==> config.mk <==
export PLATFORM = sky130hd
export DESIGN_NAME = alu_cmd_driver
export DESIGN_NICKNAME = d
export VERILOG_FILES = /design/src/rtl/alu_cmd_driver.sv
export SDC_FILE = /design/constraint.sdc
export NUM_CORES = 1
export LEC_CHECK = 0
export CAP_MARGIN = 25
export CORE_ASPECT_RATIO = 1.1
export CORE_UTILIZATION = 41
export DETAILED_ROUTE_END_ITERATION = 10
export GPL_TIMING_DRIVEN = 0
export PLACE_DENSITY = 0.92
export SYNTH_ARGS = -nofsm -noshare
export SYNTH_HDL_FRONTEND = slang
export SYNTH_SLANG_ARGS = --single-unit
==> constraint.sdc <==
create_clock -name clk -period 2.4 [get_ports clk]
set_input_delay 0.6 -clock clk [delete_from_list [all_inputs] [get_ports clk]]
set_output_delay 0.6 -clock clk [all_outputs]
set_load 0.02 [all_outputs]
==> src/rtl/alu_cmd_driver.sv <==
// alu_cmd_driver
// Command-side master for a registered 5-bit-opcode ALU.
//
// Behaviour:
//  - Accepts one operation per cmd_valid/cmd_ready handshake.
//  - Presents the operation to the ALU for exactly one cycle.
//  - Captures the registered ALU result one clock later.
//  - Returns the result with status flags on a valid/ready response port.
//
// Every output is a register, so no combinational path runs from rsp_ready
// to cmd_ready. A new command can only be taken in the cycle after the
// response handshake.

module alu_cmd_driver #(
    parameter int WIDTH = 32,
    parameter int OP_W  = 5,
    parameter int CNT_W = 16
) (
    input  logic             clk,
    input  logic             rst,

    input  logic             cmd_valid,
    output logic             cmd_ready,
    input  logic [OP_W-1:0]  cmd_op,
    input  logic [WIDTH-1:0] cmd_a,
    input  logic [WIDTH-1:0] cmd_b,

    output logic [WIDTH-1:0] alu_a,
    output logic [WIDTH-1:0] alu_b,
    output logic [OP_W-1:0]  alu_op,
    input  logic [WIDTH-1:0] alu_out,

    output logic             rsp_valid,
    input  logic             rsp_ready,
    output logic [WIDTH-1:0] rsp_data,
    output logic             rsp_zero,
    output logic             rsp_neg,
    output logic             rsp_ovf,
    output logic             rsp_err,
    output logic [CNT_W-1:0] op_count
);

    // Opcode map of the attached ALU; anything above OP_LAST is rejected.
    localparam logic [OP_W-1:0] OP_NOP  = '0;
    localparam logic [OP_W-1:0] OP_ADD  = OP_W'(1);
    localparam logic [OP_W-1:0] OP_SUB  = OP_W'(2);
    localparam logic [OP_W-1:0] OP_LAST = OP_W'(6);

    typedef enum logic [1:0] {
        IDLE    = 2'd0,
        ISSUE   = 2'd1,
        CAPTURE = 2'd2,
        RESP    = 2'd3
    } state_t;

    state_t            state_reg;
    logic [OP_W-1:0]   op_reg;        // latched opcode, kept for the overflow rule
    logic [WIDTH-1:0]  alu_a_reg;
    logic [WIDTH-1:0]  alu_b_reg;
    logic [OP_W-1:0]   alu_op_reg;
    logic              cmd_ready_reg;
    logic              rsp_valid_reg;
    logic [WIDTH-1:0]  rsp_data_reg;
    logic              rsp_zero_reg;
    logic              rsp_neg_reg;
    logic              rsp_ovf_reg;
    logic              rsp_err_reg;
    logic [CNT_W-1:0]  op_count_reg;

    // Flags for the value being captured.
    // alu_a/alu_b still hold the operands that produced alu_out, because
    // they only change when a new command is accepted.
    logic sign_a;
    logic sign_b;
    logic sign_r;
    logic cap_zero;
    logic cap_neg;
    logic cap_ovf;

    assign sign_a   = alu_a_reg[WIDTH-1];
    assign sign_b   = alu_b_reg[WIDTH-1];
    assign sign_r   = alu_out[WIDTH-1];
    assign cap_zero = (alu_out == '0);
    assign cap_neg  = sign_r;

    // Signed overflow is only meaningful for ADD and SUB.
    always_comb begin
        cap_ovf = 1'b0;
        if (op_reg == OP_ADD) begin
            cap_ovf = (sign_a == sign_b) && (sign_r != sign_a);
        end else if (op_reg == OP_SUB) begin
            cap_ovf = (sign_a != sign_b) && (sign_r != sign_a);
        end
    end

    // Control FSM. All outputs are registered here.
    always_ff @(posedge clk) begin
        if (rst) begin
            state_reg     <= IDLE;
            op_reg        <= OP_NOP;
            alu_a_reg     <= '0;
            alu_b_reg     <= '0;
            alu_op_reg    <= OP_NOP;
            cmd_ready_reg <= 1'b1;
            rsp_valid_reg <= 1'b0;
            rsp_data_reg  <= '0;
            rsp_zero_reg  <= 1'b0;
            rsp_neg_reg   <= 1'b0;
            rsp_ovf_reg   <= 1'b0;
            rsp_err_reg   <= 1'b0;
            op_count_reg  <= '0;
        end else begin
            case (state_reg)
                IDLE: begin
                    if (cmd_valid) begin
                        op_reg        <= cmd_op;
                        alu_a_reg     <= cmd_a;
                        alu_b_reg     <= cmd_b;
                        cmd_ready_reg <= 1'b0;
                        if (cmd_op == OP_NOP) begin
                            // ALU stays held by alu_op=0; capture what it holds.
                            state_reg <= CAPTURE;
                        end else if (cmd_op > OP_LAST) begin
                            // Illegal opcode never reaches the ALU.
                            state_reg     <= RESP;
                            rsp_valid_reg <= 1'b1;
                            rsp_data_reg  <= '0;
                            rsp_zero_reg  <= 1'b0;
                            rsp_neg_reg   <= 1'b0;
                            rsp_ovf_reg   <= 1'b0;
                            rsp_err_reg   <= 1'b1;
                        end else begin
                            state_reg  <= ISSUE;
                            alu_op_reg <= cmd_op;
                        end
                    end
                end

                ISSUE: begin
                    // The ALU registers its result on the edge that ends ISSUE.
                    alu_op_reg <= OP_NOP;
                    state_reg  <= CAPTURE;
                end

                CAPTURE: begin
                    rsp_data_reg  <= alu_out;
                    rsp_zero_reg  <= cap_zero;
                    rsp_neg_reg   <= cap_neg;
                    rsp_ovf_reg   <= cap_ovf;
                    rsp_err_reg   <= 1'b0;
                    rsp_valid_reg <= 1'b1;
                    state_reg     <= RESP;
                end

                RESP: begin
                    if (rsp_ready) begin
                        rsp_valid_reg <= 1'b0;
                        op_count_reg  <= op_count_reg + CNT_W'(1);
                        cmd_ready_reg <= 1'b1;
                        state_reg     <= IDLE;
                    end
                end

                default: begin
                    state_reg     <= IDLE;
                    alu_op_reg    <= OP_NOP;
                    cmd_ready_reg <= 1'b1;
                    rsp_valid_reg <= 1'b0;
                end
            endcase
        end
    end

    assign cmd_ready = cmd_ready_reg;
    assign alu_a     = alu_a_reg;
    assign alu_b     = alu_b_reg;
    assign alu_op    = alu_op_reg;
    assign rsp_valid = rsp_valid_reg;
    assign rsp_data  = rsp_data_reg;
    assign rsp_zero  = rsp_zero_reg;
    assign rsp_neg   = rsp_neg_reg;
    assign rsp_ovf   = rsp_ovf_reg;
    assign rsp_err   = rsp_err_reg;
    assign op_count  = op_count_reg;

endmodule

## Word level (Yosys, flattened, before mapping)

Index checks and enable logic that the tools add are counted.

| word-level totals | value |
|---|---|
| register bits | 130 |
| latch bits | 0 |
| memory bits (writable) | 0 |
| bits in read-only memories | 0 |
| input bits | 105 |
| word-level logic and storage cells | 74 |
| memories | 0 |

| operators by class | value |
|---|---|
| add/subtract/negate cells | 1 |
| multipliers | 0 |
| divide/modulo/power cells | 0 |
| $lt $le $gt $ge | 1 |
| equality and inequality tests | 13 |
| shifts and indexed selects | 0 |
| mux-type cells | 30 |
| bitwise operators | 0 |
| reductions and logical operators | 16 |

Operators with widths:

| operator | count |
|---|---|
| 32-bit two-way mux | 3 |
| 32-bit case mux with 2 select lines | 1 |
| 32-bit logical NOT | 1 |
| 16-bit by 1-bit adder with 16-bit output (second input constant) | 1 |
| 5-bit two-way mux | 3 |
| 1-bit two-way mux | 11 |
| 2-bit inequality test (second input constant) | 5 |
| 1-bit case mux with 2 select lines | 5 |
| 5-bit case mux with 2 select lines | 1 |
| 2-bit two-way mux | 4 |
| 2-bit case mux with 4 select lines | 1 |
| 4-bit AND reduction | 2 |
| 2-bit AND reduction | 3 |
| 2-bit nonzero test | 3 |
| 5-bit by 1-bit equality test with 1-bit output (second input constant) | 1 |
| 5-bit by 2-bit equality test with 1-bit output (second input constant) | 1 |
| 5-bit by 3-bit > comparator with 1-bit output (second input constant) | 1 |
| 5-bit logical NOT | 1 |
| 5-bit AND reduction | 1 |
| 2-bit equality test (second input constant) | 2 |
| 1-bit case mux with 3 select lines | 1 |
| 3-bit AND reduction | 1 |
| 3-bit nonzero test | 1 |
| 2-bit by 1-bit equality test with 1-bit output (second input constant) | 1 |
| 4 further kinds | 6 |

## Depth between registers and ports, before layout

Gate-level depths: netlist of the first run.

| depth | value |
|---|---|
| depth in word-level cells | 5 |
| depth in mapped cells | 9 |

## Least setup slack after synthesis of the first run

Ideal clock, no wire load.

| timing path | value |
|---|---|
| kind | register -> register |
| start point | reg state_reg[0] |
| end point | reg rsp_zero_reg (netlist: rsp_zero) |
| library setup time | 0.070 ns |
| arrival time | 1.953 ns |
| required time | 2.330 ns |
| setup slack | 0.376 ns |
| stages on the path, launching flop included | 9 |
| buffers on the path | 2 |
| path through | dfxtp_1 > inv_1 > ha_1 > buf_2 > nor2b_1 > a211o_1 > buf_6 > or4_1 > a21oi_1 |

| between the ends | value |
|---|---|
| longest elaborated chain between the ends | 3 |
| elaborated cells on any way between the ends | 8 |

RTL lines:

| item | line | source |
|---|---|---|
| start: declaration | 56 | `state_t state_reg;` |
| start signal: assignment | 99 | `state_reg <= IDLE;` |
| start signal: assignment | 122 | `state_reg <= CAPTURE;` |
| start signal: assignment | 125 | `state_reg <= RESP;` |
| 2-bit equality test / 2-bit logical NOT (equally long branches) | 113 | `case (state_reg)` |
| 2-bit nonzero test (no source line) / 2-bit inequality test (equally long branches) | n/a |  |
| 4-bit AND reduction (no source line) | n/a |  |
| end signal: assignment | 147 | `rsp_zero_reg <= cap_zero;` |
| end: declaration | 64 | `logic rsp_zero_reg;` |

Parallel ways exist; a longest one is shown, timed or not.
A chain may end at the register's enable or synchronous reset.

## Worst setup path in the final report of the first run

| timing path | value |
|---|---|
| start point | in cmd_op[2] |
| end point | reg rsp_data_reg[29] (netlist: rsp_data[29]) |

| between the ends | value |
|---|---|
| longest elaborated chain between the ends | 3 |
| elaborated cells on any way between the ends | 5 |

RTL lines:

| item | line | source |
|---|---|---|
| start: declaration | 24 | `input logic [OP_W-1:0] cmd_op,` |
| 5-bit by 3-bit > comparator with 1-bit output / 5-bit logical NOT (equally long branches) | 123, 120 |  |
| 2-bit inequality test (no source line) | n/a |  |
| 4-bit AND reduction (no source line) (*) | n/a |  |
| end signal: assignment | 146 | `rsp_data_reg <= alu_out;` |
| end: declaration | 63 | `logic [WIDTH-1:0] rsp_data_reg;` |

Every way passes the cells marked *; elsewhere a longest branch is shown, timed or not.

==> metrics.cfg, run 1 <==
[setup_path]
worst_ep_required_time_ns = 2.73
path_buf_inv = 3
cp-start-kind = primary input
cp_slowest_stage_delay_ns = 0.52
criticalPathCategory = in2reg
cp_top_family = buffers and inverters
cp_max_fo = 10
cp-end-kind = register
critPathArrivalTime_ns = 2.60
rrSetupSlack_ns = 0.18
slowest_stage = clkdlybuf4s50_1
cp_cell_sequence = clkdlybuf4s50_1 -> a311oi_4 -> a211o_1 -> buf_6 -> clkbuf_1 -> nand2_1 -> a21oi_1

[grt]
grt_max_degree = 17
antenna_found_initial = 0
gr-usage-all-layers_pct = 23.9
grt_pass1_wl_mm = 23.1
grt_pass1_vias = 4919
grt_overflow = 0

[synthesis]
synth_xor_area_share_pct = 1.77
synth_top_family_by_area = simple AND/OR/NAND/NOR gates
synthArstFlopShare_pct = 0
synth_fa_ha_area_share_pct = 1.52
yosysTopAreaCell = dfxtp_1
synth-seq-cells = 129
syn_nets = 725
synth_top_cell_area_share_pct = 52.3
muxShareOfSynthArea_pct = 1.32
syn_avg_cell_area_um2 = 8.05
synth.distinct_cells = 44
ys_seq_area_share_pct = 52.3
netlist_instances = 614
synthesis.area_mm2 = 0.00494
synth_edf_count = 0
synth_area_leaders = dfxtp_1 (52%), nand2_1 (14%), a21oi_1 (11%)
synth-simple-area-share_pct = 25.3
dominantRegCellSynth = dfxtp_1
yosysWarnings = 0
synth-compound-area-share_pct = 13.6

[placement]
dpl.hpwl_mm = 11.2
gp_congestion = 0.801
numPortBuffers = 226

[routing]
drtIter0Drc = 287
wl_mm = 15.2
first_pass_iters = 5
vias = 5184
via_per_inst = 5.09
drc_errors = 0
ant_nets = 0
routedWlPerCell_um = 14.9

[timing]
setup_viol = 0
worstMarginPinSlew_ns = 0.646
rsz0062_at_grt = no
finalHoldViolCount = 0
whs_ns = 0.452
max-slew-margin-rel_pct = 56.3
slew_viol_final = 0
skew_ns = 0.0154
period_share_pct = 94.4
clock.fmax_ghz = 0.441
fin_crit_ns = 2.27

[floorplan]
rows = 41
start_util_pct = 42.6
boundaryPins = 228
fp.dieH_um = 117
core_mm2 = 0.0116
die_x_um = 107
die_area_mm2 = 0.0125

[power_and_ir_drop]
p_leak_nw = 2.83
worst_ir_drop_vdd_mv = 0.673
p_per_area_mw_per_mm2 = 960

[cts]
cts_setup_buffers = 0
clk_latency_ns = 0.41
cts_tree = built
numCtsBuffers = 17
cts_hold_buffers = 0
cts_root_buffer = clkbuf_16
htree_levels = 4
clk_pin_slew_ns = 0.06
cts_sinks = 129
cts.path.max_buffers = 2

[finish]
n_antenna_cell = 0
fin_util_pct = 68.7
drive_gt1_share_pct = 5.65
syn_to_final_growth_pct = 61.2
seq_area_mm2 = 0.00258
multi_input_area_mm2 = 0.00219
n_fill_cell = 905
finalNetCount = 968

[hold_path]
worstHoldPathType = reg2reg

[run_status]
status = finished, final reports clean

[flow_run]
cap_violations = 0

[per-stage QoR]
step	area (um2)	instances	power [W]	TNS (ns)	setup WS [ns]
after floorplan	4940	614	0.00414	0	0.376
after global placement	7390	990	0.00524	-14.78	-0.431
after global routing	7960	1018	0.00804	0	0.0139
final	7960	1018	0.00764	0	0.134
after detailed placement	7390	990	0.00530	-17.13	-0.515
after CTS	7940	1019	0.00767	0	0.0153
[tightest hold or removal path: stages (launching register included)]
cell and delay (ns):
dfxtp_1 0.31, nand2_1 0.05, a21oi_1 0.05
[cells in the mapped netlist (3+ instances only)]
cell      instances
a21oi_1         107
a22oi_1           4
a31oi_1           3
clkbuf_1         39
dfxtp_1         129
ha_1              6
inv_1             8
mux2_2            4
nand2_1         180
nand3_1          38
nand4_1           5
nor2_1           28
nor2b_1           5
nor3_1            4
nor4_1            9
nor4b_1           3
or3_1             3
xnor2_1           6
xor2_1            4
[final timing paths]
check | from | endpoint | cells after the start
min reg2reg | rsp_data[13] | rsp_data[13] | 2
max | cmd_op[2] | rsp_data[29] | 7
min | rsp_data[13] | rsp_data[13] | 2
max reg2reg | state_reg[1] | rsp_zero | 8
[power by group]
part / switching (W) / internal [W]
Clock: 0.000915 / 0.00143
Sequential: 0.000184 / 0.00248
Combinational: 0.00156 / 0.00108
Total: 0.00265 / 0.00499
[repair_timing]
action	4_1_cts	5_1_grt
pin swaps	0	0
gates resized for setup	3	13
setup endpoints to repair	40	42
[cells by family after synthesis]
group / after synthesis
buf+inv: 52
compound gates: 124
fa+ha+maj: 6
simple gates: 287
flops: 129
mux: 6
xor+xnor: 10
[placed cells by master, fill, tap and decap left out, types with 2 or more instances in the layout]
cell type / n
a21oi_1: 107
a22oi_1: 4
a31oi_1: 3
and3b_1: 2
buf_1: 2
buf_2: 2
clkbuf_1: 32
clkbuf_16: 17
clkbuf_2: 5
clkdlybuf4s50_1: 226
clkinv_2: 5
clkinvlp_4: 5
dfxtp_1: 128
ha_1: 5
inv_1: 8
mux2_2: 4
mux2i_1: 2
nand2_1: 180
nand3_1: 38
nand3b_1: 2
nand4_1: 5
nor2_1: 28
nor2b_1: 5
nor3_1: 4
nor4_1: 8
nor4b_1: 3
or3_1: 3
xnor2_1: 6
xor2_1: 4
[cell type report]
| type | instances | area share, % |
|---|---|---|
| sequential | 129 | 32.4 |
| timing repair buffer | 226 | 28.4 |
| multi-input combinational | 433 | 27.5 |
| clock buffer | 19 | 5.56 |
| tap | 150 | 2.36 |
| buffer | 42 | 2.23 |
| clock inverter | 11 | 1.16 |
| inverter | 8 | 0.377 |
[routing by layer]
layer	GRT usage [%]	vias up	wire length, um
li1	-	2547	-
met1	25.4	2413	6020
met2	44.4	201	7870
met3	7.25	23	1040
met4	9.04	0	261
met5	0	-	0
(Power assumes the default switching activity.)
==> run 2, diff against run 1 <==
--- a/config.mk
+++ b/config.mk
@@ -7,10 +7,13 @@
 export LEC_CHECK = 0
 export CAP_MARGIN = 25
 export CORE_ASPECT_RATIO = 1.1
-export CORE_UTILIZATION = 41
+export CORE_UTILIZATION = 43
+export CTS_BUF_LIST = sky130_fd_sc_hd__clkbuf_2
 export DETAILED_ROUTE_END_ITERATION = 10
 export GPL_TIMING_DRIVEN = 0
-export PLACE_DENSITY = 0.92
+export PLACE_DENSITY = 0.95
+export SETUP_SLACK_MARGIN = 0.3
+export SLEW_MARGIN = 20
 export SYNTH_ARGS = -nofsm -noshare
 export SYNTH_HDL_FRONTEND = slang
 export SYNTH_SLANG_ARGS = --single-unit
==> run 2 against run 1 <==
Core utilization decreased by 0.16 points; critical path depth increased by 1; clock-buffer cell count rose by 2; design area decreased by 4.8%; sequential share of layout area rose by 1.7 points; first-iteration DRC count unchanged; clock power is 41% lower; die area down 4.6%; worst hold slack got worse by 0.054 ns; largest power group unchanged; combinational power fell by 3%; via count rose by 0.39%.
==> metrics.cfg, run 2 (same netlist as run 1, synthesis figures left out) <==
[placement]
dpl_cell_area_mm2 = 0.00739
dpl.hpwl_mm = 11.0
gp_congestion = 0.788
place_inst = 987
numPortBuffers = 226

[timing]
fin_crit_ns = 2.06
setup_viol = 0
slew_viol_final = 0
max-slew-margin-rel_pct = 57.5
clock.fmax_ghz = 0.486
period_share_pct = 85.7
rsz0062_at_grt = yes
worstMarginPinSlew_ns = 0.637
skew_ns = 0.0336
finalHoldViolCount = 0

[cts]
cts.path.max_buffers = 2
cts_hold_buffers = 0
cts_tree = built
cts_sinks = 129
numCtsBuffers = 17
clk_latency_ns = 0.65
clk_pin_slew_ns = 0.20
cts_root_buffer = clkbuf_2
htree_levels = 4

[routing]
vias = 5204
via_per_inst = 5.08
wl_met1_mm = 5.89
dr_wl_met2_mm = 7.69
drtIter0Drc = 287
met3WireLength_mm = 1.15
routedWlPerCell_um = 14.7
wl_mm = 15.1
drc_errors = 0
ant_nets = 0
topRoutingLayerUsed = met4
first_pass_iters = 6

[grt]
antenna_found_initial = 0
gr-usage-all-layers_pct = 25.2
grt_pass1_wl_mm = 23.6
grt_max_degree = 17
grt_pass1_vias = 5057
grt_overflow = 0

[finish]
n_antenna_cell = 0
n_fill_cell = 935
final_common_cell = nand2_1
layout_common_cells = nand2_1 (180), dfxtp_1 (124), a21oi_1 (106)
design_area_mm2 = 0.00758
layoutNonFillerInstCount = 1024
drive_gt1_share_pct = 9.81
syn_to_final_growth_pct = 53.4
finalNetCount = 975

[setup_path]
r2r-end = op_count[15]
cp_max_fo = 10
cp-end-kind = register
rr_startpoint = state_reg[1]
critPathArrivalTime_ns = 2.65
r2r_cells = 6
rrSetupSlack_ns = 0.35
cp_slowest_stage_delay_ns = 0.62
criticalPathCategory = in2reg
cp_cell_sequence = clkdlybuf4s50_1 -> a311oi_2 -> a211o_1 -> buf_6 -> buf_4 -> clkbuf_2 -> nand2_1 -> a21oi_1
cp-start-kind = primary input
worst_ep_required_time_ns = 2.99
slowest_stage = a311oi_2

[flow_run]
cap_violations = 0

[hold_path]
min_from = rst
worstHoldPathType = in2reg
worstHoldPathCells = 3
worstHoldEndpoint = op_count[15]

[power_and_ir_drop]
p_leak_nw = 3.18
worst_ir_drop_vdd_mv = 0.612
p_per_area_mw_per_mm2 = 869

[floorplan]
die_area_mm2 = 0.0119
fp.dieH_um = 114
start_util_pct = 44.7
rows = 40
boundaryPins = 228
core_mm2 = 0.0111
die_x_um = 104

[run_status]
status = finished, final reports clean

## run 2: cell types whose count changed in the layout (fill, tap and decap cells not counted), moves of 3 or more
cell	delta
clkinv_2	-4
clkbuf_16	-17
clkbuf_1	-3
clkinv_1	+3
clkdlybuf4s15_1	+24
dfxtp_1	-4
clkinvlp_4	-3
dfxtp_2	+3
clkdlybuf4s15_2	+3
clkbuf_2	+39
clkdlybuf4s50_1	-123
buf_4	+5
dlygate4sd2_1	+82
## run 2: metrics by stage
stage          setup TNS (ns)  utilization, %  hold WS [ns]  power (W)  setup slack [ns]
4_1_cts                     0            68.3         0.326    0.00651             0.300
5_1_grt                     0            68.5         0.348    0.00699             0.241
2_1_floorplan               0               -         0.431    0.00414             0.376
3_3_place_gp           -14.50            66.8         0.438    0.00524            -0.481
6_report                    0            68.5         0.398    0.00658             0.343
3_5_place_dp           -16.47            66.8         0.444    0.00529            -0.477
## run 2: routing by layer
metal	vias to the layer above	global-route usage (%)
li1	2567	-
met1	2390	27.4
met2	219	45.7
met3	28	7.85
met4	0	9.71
met5	-	0
## run 2: worst max path at each step
stage	start	end	slack, ns	cells after the start
finish	cmd_op[2]	rsp_data[15]	0.34	8
global route	state_reg[1]	op_count[15]	0.24	6
CTS	op_count[3]	op_count[3]	0.30	1
detailed placement	cmd_valid	alu_a[16]	-0.48	7
global placement	cmd_valid	alu_a[16]	-0.48	7
floorplan	state_reg[0]	rsp_zero	0.38	8
## run 2: cell type report
cell class | count | area, um2 | area share (%)
Buffer | 44 | 206 | 2.72
Clock buffer | 21 | 105 | 1.39
Clock inverter | 11 | 139 | 1.83
Inverter | 8 | 30.0 | 0.396
Multi-Input combinational cell | 433 | 2190 | 28.9
Sequential cell | 129 | 2590 | 34.2
Tap cell | 147 | 184 | 2.43
Timing Repair Buffer | 231 | 2130 | 28.1
## run 2: what timing repair did
action,CTS,global route
resized for setup,155,57
buffers inserted,1,4
endpoints found under the setup margin,167,50
pin swaps,2,2
## run 2: critical path, delay by kind of cell
kind	cells	cell delay, ns
AO/OA/AOI/OAI	3	1.00
buffers and inverters	4	0.95
AND/OR/NAND/NOR	1	0.09
## run 2: report_power, final
part / internal (W) / switching (W) / total [W]
Clock: 0.000588 / 0.000783 / 0.00137
Sequential: 0.00248 / 0.000182 / 0.00266
Combinational: 0.000987 / 0.00156 / 0.00255
Total: 0.00406 / 0.00253 / 0.00658
==> edit 1: new RTL, flow settings as in run 1 <==
Register the output `rsp_ovf` once more, cleared by the reset; this adds one clock of latency there. The other outputs are not delayed to match.
--- a/src/rtl/alu_cmd_driver.sv
+++ b/src/rtl/alu_cmd_driver.sv
@@ -181,3 +181,9 @@
     assign rsp_neg   = rsp_neg_reg;
-    assign rsp_ovf   = rsp_ovf_reg;
+    always_ff @(posedge clk) begin
+        if (rst) begin
+            rsp_ovf <= '0;
+        end else begin
+            rsp_ovf <= rsp_ovf_reg;
+        end
+    end
     assign rsp_err   = rsp_err_reg;
Behaviour: not the same (a bounded check fails within 4 cycles, from zero or initial values and one cycle with rst high).
==> edit 1 against run 1 <==
- count of clock-buffer cells in the layout increased by 3
- cell count about the same
- setup slack got worse by 0.030 ns
- cell area about the same
- total power fell by 0.56%
- critical path depth shrank 2
- synthesized area is 0.46% higher
- via count grew 0.12%
- routed wire length rose by 2.9%
- die area rose by 0.45%
- sequential cell count is 1 higher
- clock skew decreased by 0.0069 ns
- critical path type unchanged
- critical endpoint is now op_count[15]$_SDFFE_PP0P_
==> edit 1: results (changes against run 1) <==
status=finished, final reports clean; sequential share of power=35.4% (+0.5 points); cell leakage power=2.83 nW (about the same); Routed WL per cell=15.3 um (+2.8%); crit path max fanout=7 (-3); vias in the first global route=5161 (+4.9%); Filler cells=944 (+4.3%); hold slack=0.449 ns (-0.00324 ns); Worst Skew=0.00854 ns (-0.00686 ns); Comb power frac=35.0% (+0.5 points); syn_nets=727 (+0.28%); met1 WL=6290 um (+4.5%); FF-to-FF Start=state_reg[0]$_SDFFE_PP0P_; Setup crit end=op_count[15]$_SDFFE_PP0P_; overall routing resource usage=24.7% (+0.89 points); Slew @ Worst Pin=0.600 ns (-0.0461 ns); syn avg cell area=8.06 um^2 (+0.13%); Critical Path Start=rsp_ready; Synth-to-Final Area Change=60.3%; internal power=4.96 mW (-0.58%); Synth top cells by count=nand2_1 (181), dfxtp_1 (130), a21oi_1 (107); met3 wire len=1020 um (-1.4%); sequential fraction of the synthesis area=52.4% (+0.17 points); Layout Nets=971 (+0.31%); dpl ws=-0.421 ns (+0.0946 ns); placed instance count=992 (+0.20%); layout cells sized above 1=5.52% (-0.12 points); Seq/total area=32.7% (+0.26 points); NonClk Buf Share=30.7% (+0.098 points); pwr/cell area=955 nW/um^2 (-0.50%); synth top area cells=dfxtp_1 (52%), nand2_1 (14%), a21oi_1 (11%)
-- edit 1: changes by cell type after synthesis, sizes merged --
| cell | change |
|---|---|
| nand3b | -1 |
| nand2 | +1 |
| dfxtp | +1 |
| nor2b | +1 |
-- edit 1: critical path: cells and delay by family --
family,cells,cell delay [ns]
buffers and inverters,1,0.62
and+or+nand+nor,3,1.00
muxes,1,0.36
-- edit 1: per-layer routing --
metal	vias up	track usage, %
met5	-	0
met4	0	9.08
met3	26	7.56
met2	194	44.3
met1	2413	27.1
li1	2557	-
-- edit 1: what timing repair did --
action,CTS,global route
gates cloned,0,0
gates resized for setup,3,15
endpoints found under the setup margin,41,41
-- edit 1: logic make-up after synthesis --
family	share of synthesized area, %
buffers and inverters	4.21
flip-flops	52.4
AO/OA/AOI/OAI	13.6
XOR/XNOR	1.76
adder cells (fa/ha/maj)	1.51
AND/OR/NAND/NOR	25.2
multiplexers	1.31
==> edit 2: new RTL, flow settings as in run 1 <==
Without the edit above. `CNT_W`: 16 -> 20.
--- a/src/rtl/alu_cmd_driver.sv
+++ b/src/rtl/alu_cmd_driver.sv
@@ -16,3 +16,3 @@
     parameter int OP_W  = 5,
-    parameter int CNT_W = 16
+    parameter int CNT_W = 20
 ) (
Ports: changed (resized op_count); port bits go from 228 to 232. The function was not compared with the original's and may differ.
==> edit 2 against run 1 <==
- setup slack got worse by 0.033 ns
- routed wire length rose by 5.8%
- sequential cell count rose by 4
- largest power group unchanged
- cell count rose by 3.2%
- maximum frequency fell by 1.4%
- utilization fell by 0.84 points
- die area rose by 4.0%
- cell area rose by 3.4%
- total power rose by 2.7%
- sequential share of layout area fell by 0.12 points
- critical path depth rose by 1
- synthesized area rose by 4.0%
==> edit 2: results (changes against run 1) <==
comb_multi_in=452 (+4.4%); Post-DP HPWL=11800 um (+5.8%); Via Count=5406 (+4.3%); Non-clock inverters=6 (-2); final wirelength=16100 um (+5.8%); Worst VDD drop=0.000562 V (-17%); Comb power frac=33.7% (-0.8 points); NonClk Buf Share=30.2% (-0.39 points); Non-Filler Instances=1051 (+3.2%); layout cells sized above 1=5.57% (-0.071 points); post-synthesis compound-gate area fraction=14.7% (+1.1 points); hold slack=0.449 ns (-0.00265 ns); IO buf count=230 (+1.8%); M3 GR Usage=9.52% (+2.3 points); dpl ws=-0.416 ns (+0.0988 ns); Layout clock area frac=6.96% (+0.23 points); R2R setup slack=0.10 ns (-0.08 ns); overall routing resource usage=25.2% (+1.3 points); Largest stage delay, worst path=0.55 ns (+0.03 ns); Synth top cells by count=nand2_1 (182), dfxtp_1 (133), a21oi_1 (114); Multi-input gate area=2290 um^2 (+4.9%); core footprint=12100 um^2 (+4.7%); Post-Synth Adder-Cell Area=1.46% (-0.059 points); post-synthesis register bit count=133 (+3.1%); Global Route met2 Usage=43.8% (-0.64 points); slowest CP cell=or4_1; Filler cells=1007 (+11%); Layout Nets=995 (+2.8%); first-pass GRT wire length=25000 um (+7.9%); syn_nets=748 (+3.2%); met1 WL=6170 um (+2.5%); Worst Skew=0.00627 ns (-0.00913 ns); Buffers, non-clock=274 (+2.2%); Mapped Cells=637 (+3.7%); Seq/total area=32.3% (-0.12 points); Netlist cell types=45 (+2.3%); multi-input combinational area share=27.8% (+0.40 points); mux contribution to synthesized area=0.828% (-0.49 points); crit path max fanout=9 (-1); internal power=5.18 mW (+3.9%); Total Power=7.85 mW (+2.7%); met1 Resource Use GR=27.0% (+1.6 points); met3 wire len=1350 um (+30%); status=finished, final reports clean; vias in the first global route=5182 (+5.3%); sequential fraction of the synthesis area=51.8% (-0.47 points); synth top area cells=dfxtp_1 (52%), nand2_1 (13%), a21oi_1 (11%); CP delay by family, top=simple AND/OR/NAND/NOR gates; Critical Path AT=2.65 ns (+0.05 ns)
## edit 2: repair_timing
action | 4_1_cts | 5_1_grt
gates resized for setup | 2 | 16
endpoints found under the setup margin | 16 | 42
gates cloned | 0 | 0
pin swaps | 0 | 0
## edit 2: worst max-delay path by stage
stage                                     to  slack [ns]  depth (start not counted)                 startpoint
floorplan              rsp_zero$_SDFFE_PP0P_        0.38                          8  state_reg[0]$_SDFFE_PP0P_
global placement      alu_a[21]$_SDFFE_PP0P_       -0.35                          7                  cmd_valid
detailed placement    alu_a[21]$_SDFFE_PP0P_       -0.42                          7                  cmd_valid
CTS                   alu_a[17]$_SDFFE_PP0P_        0.01                          9  state_reg[0]$_SDFFE_PP0P_
global route        rsp_data[5]$_SDFFE_PP0P_       0.002                          9  state_reg[1]$_SDFFE_PP0P_
finish                 rsp_zero$_SDFFE_PP0P_        0.10                          8  state_reg[0]$_SDFFE_PP0P_
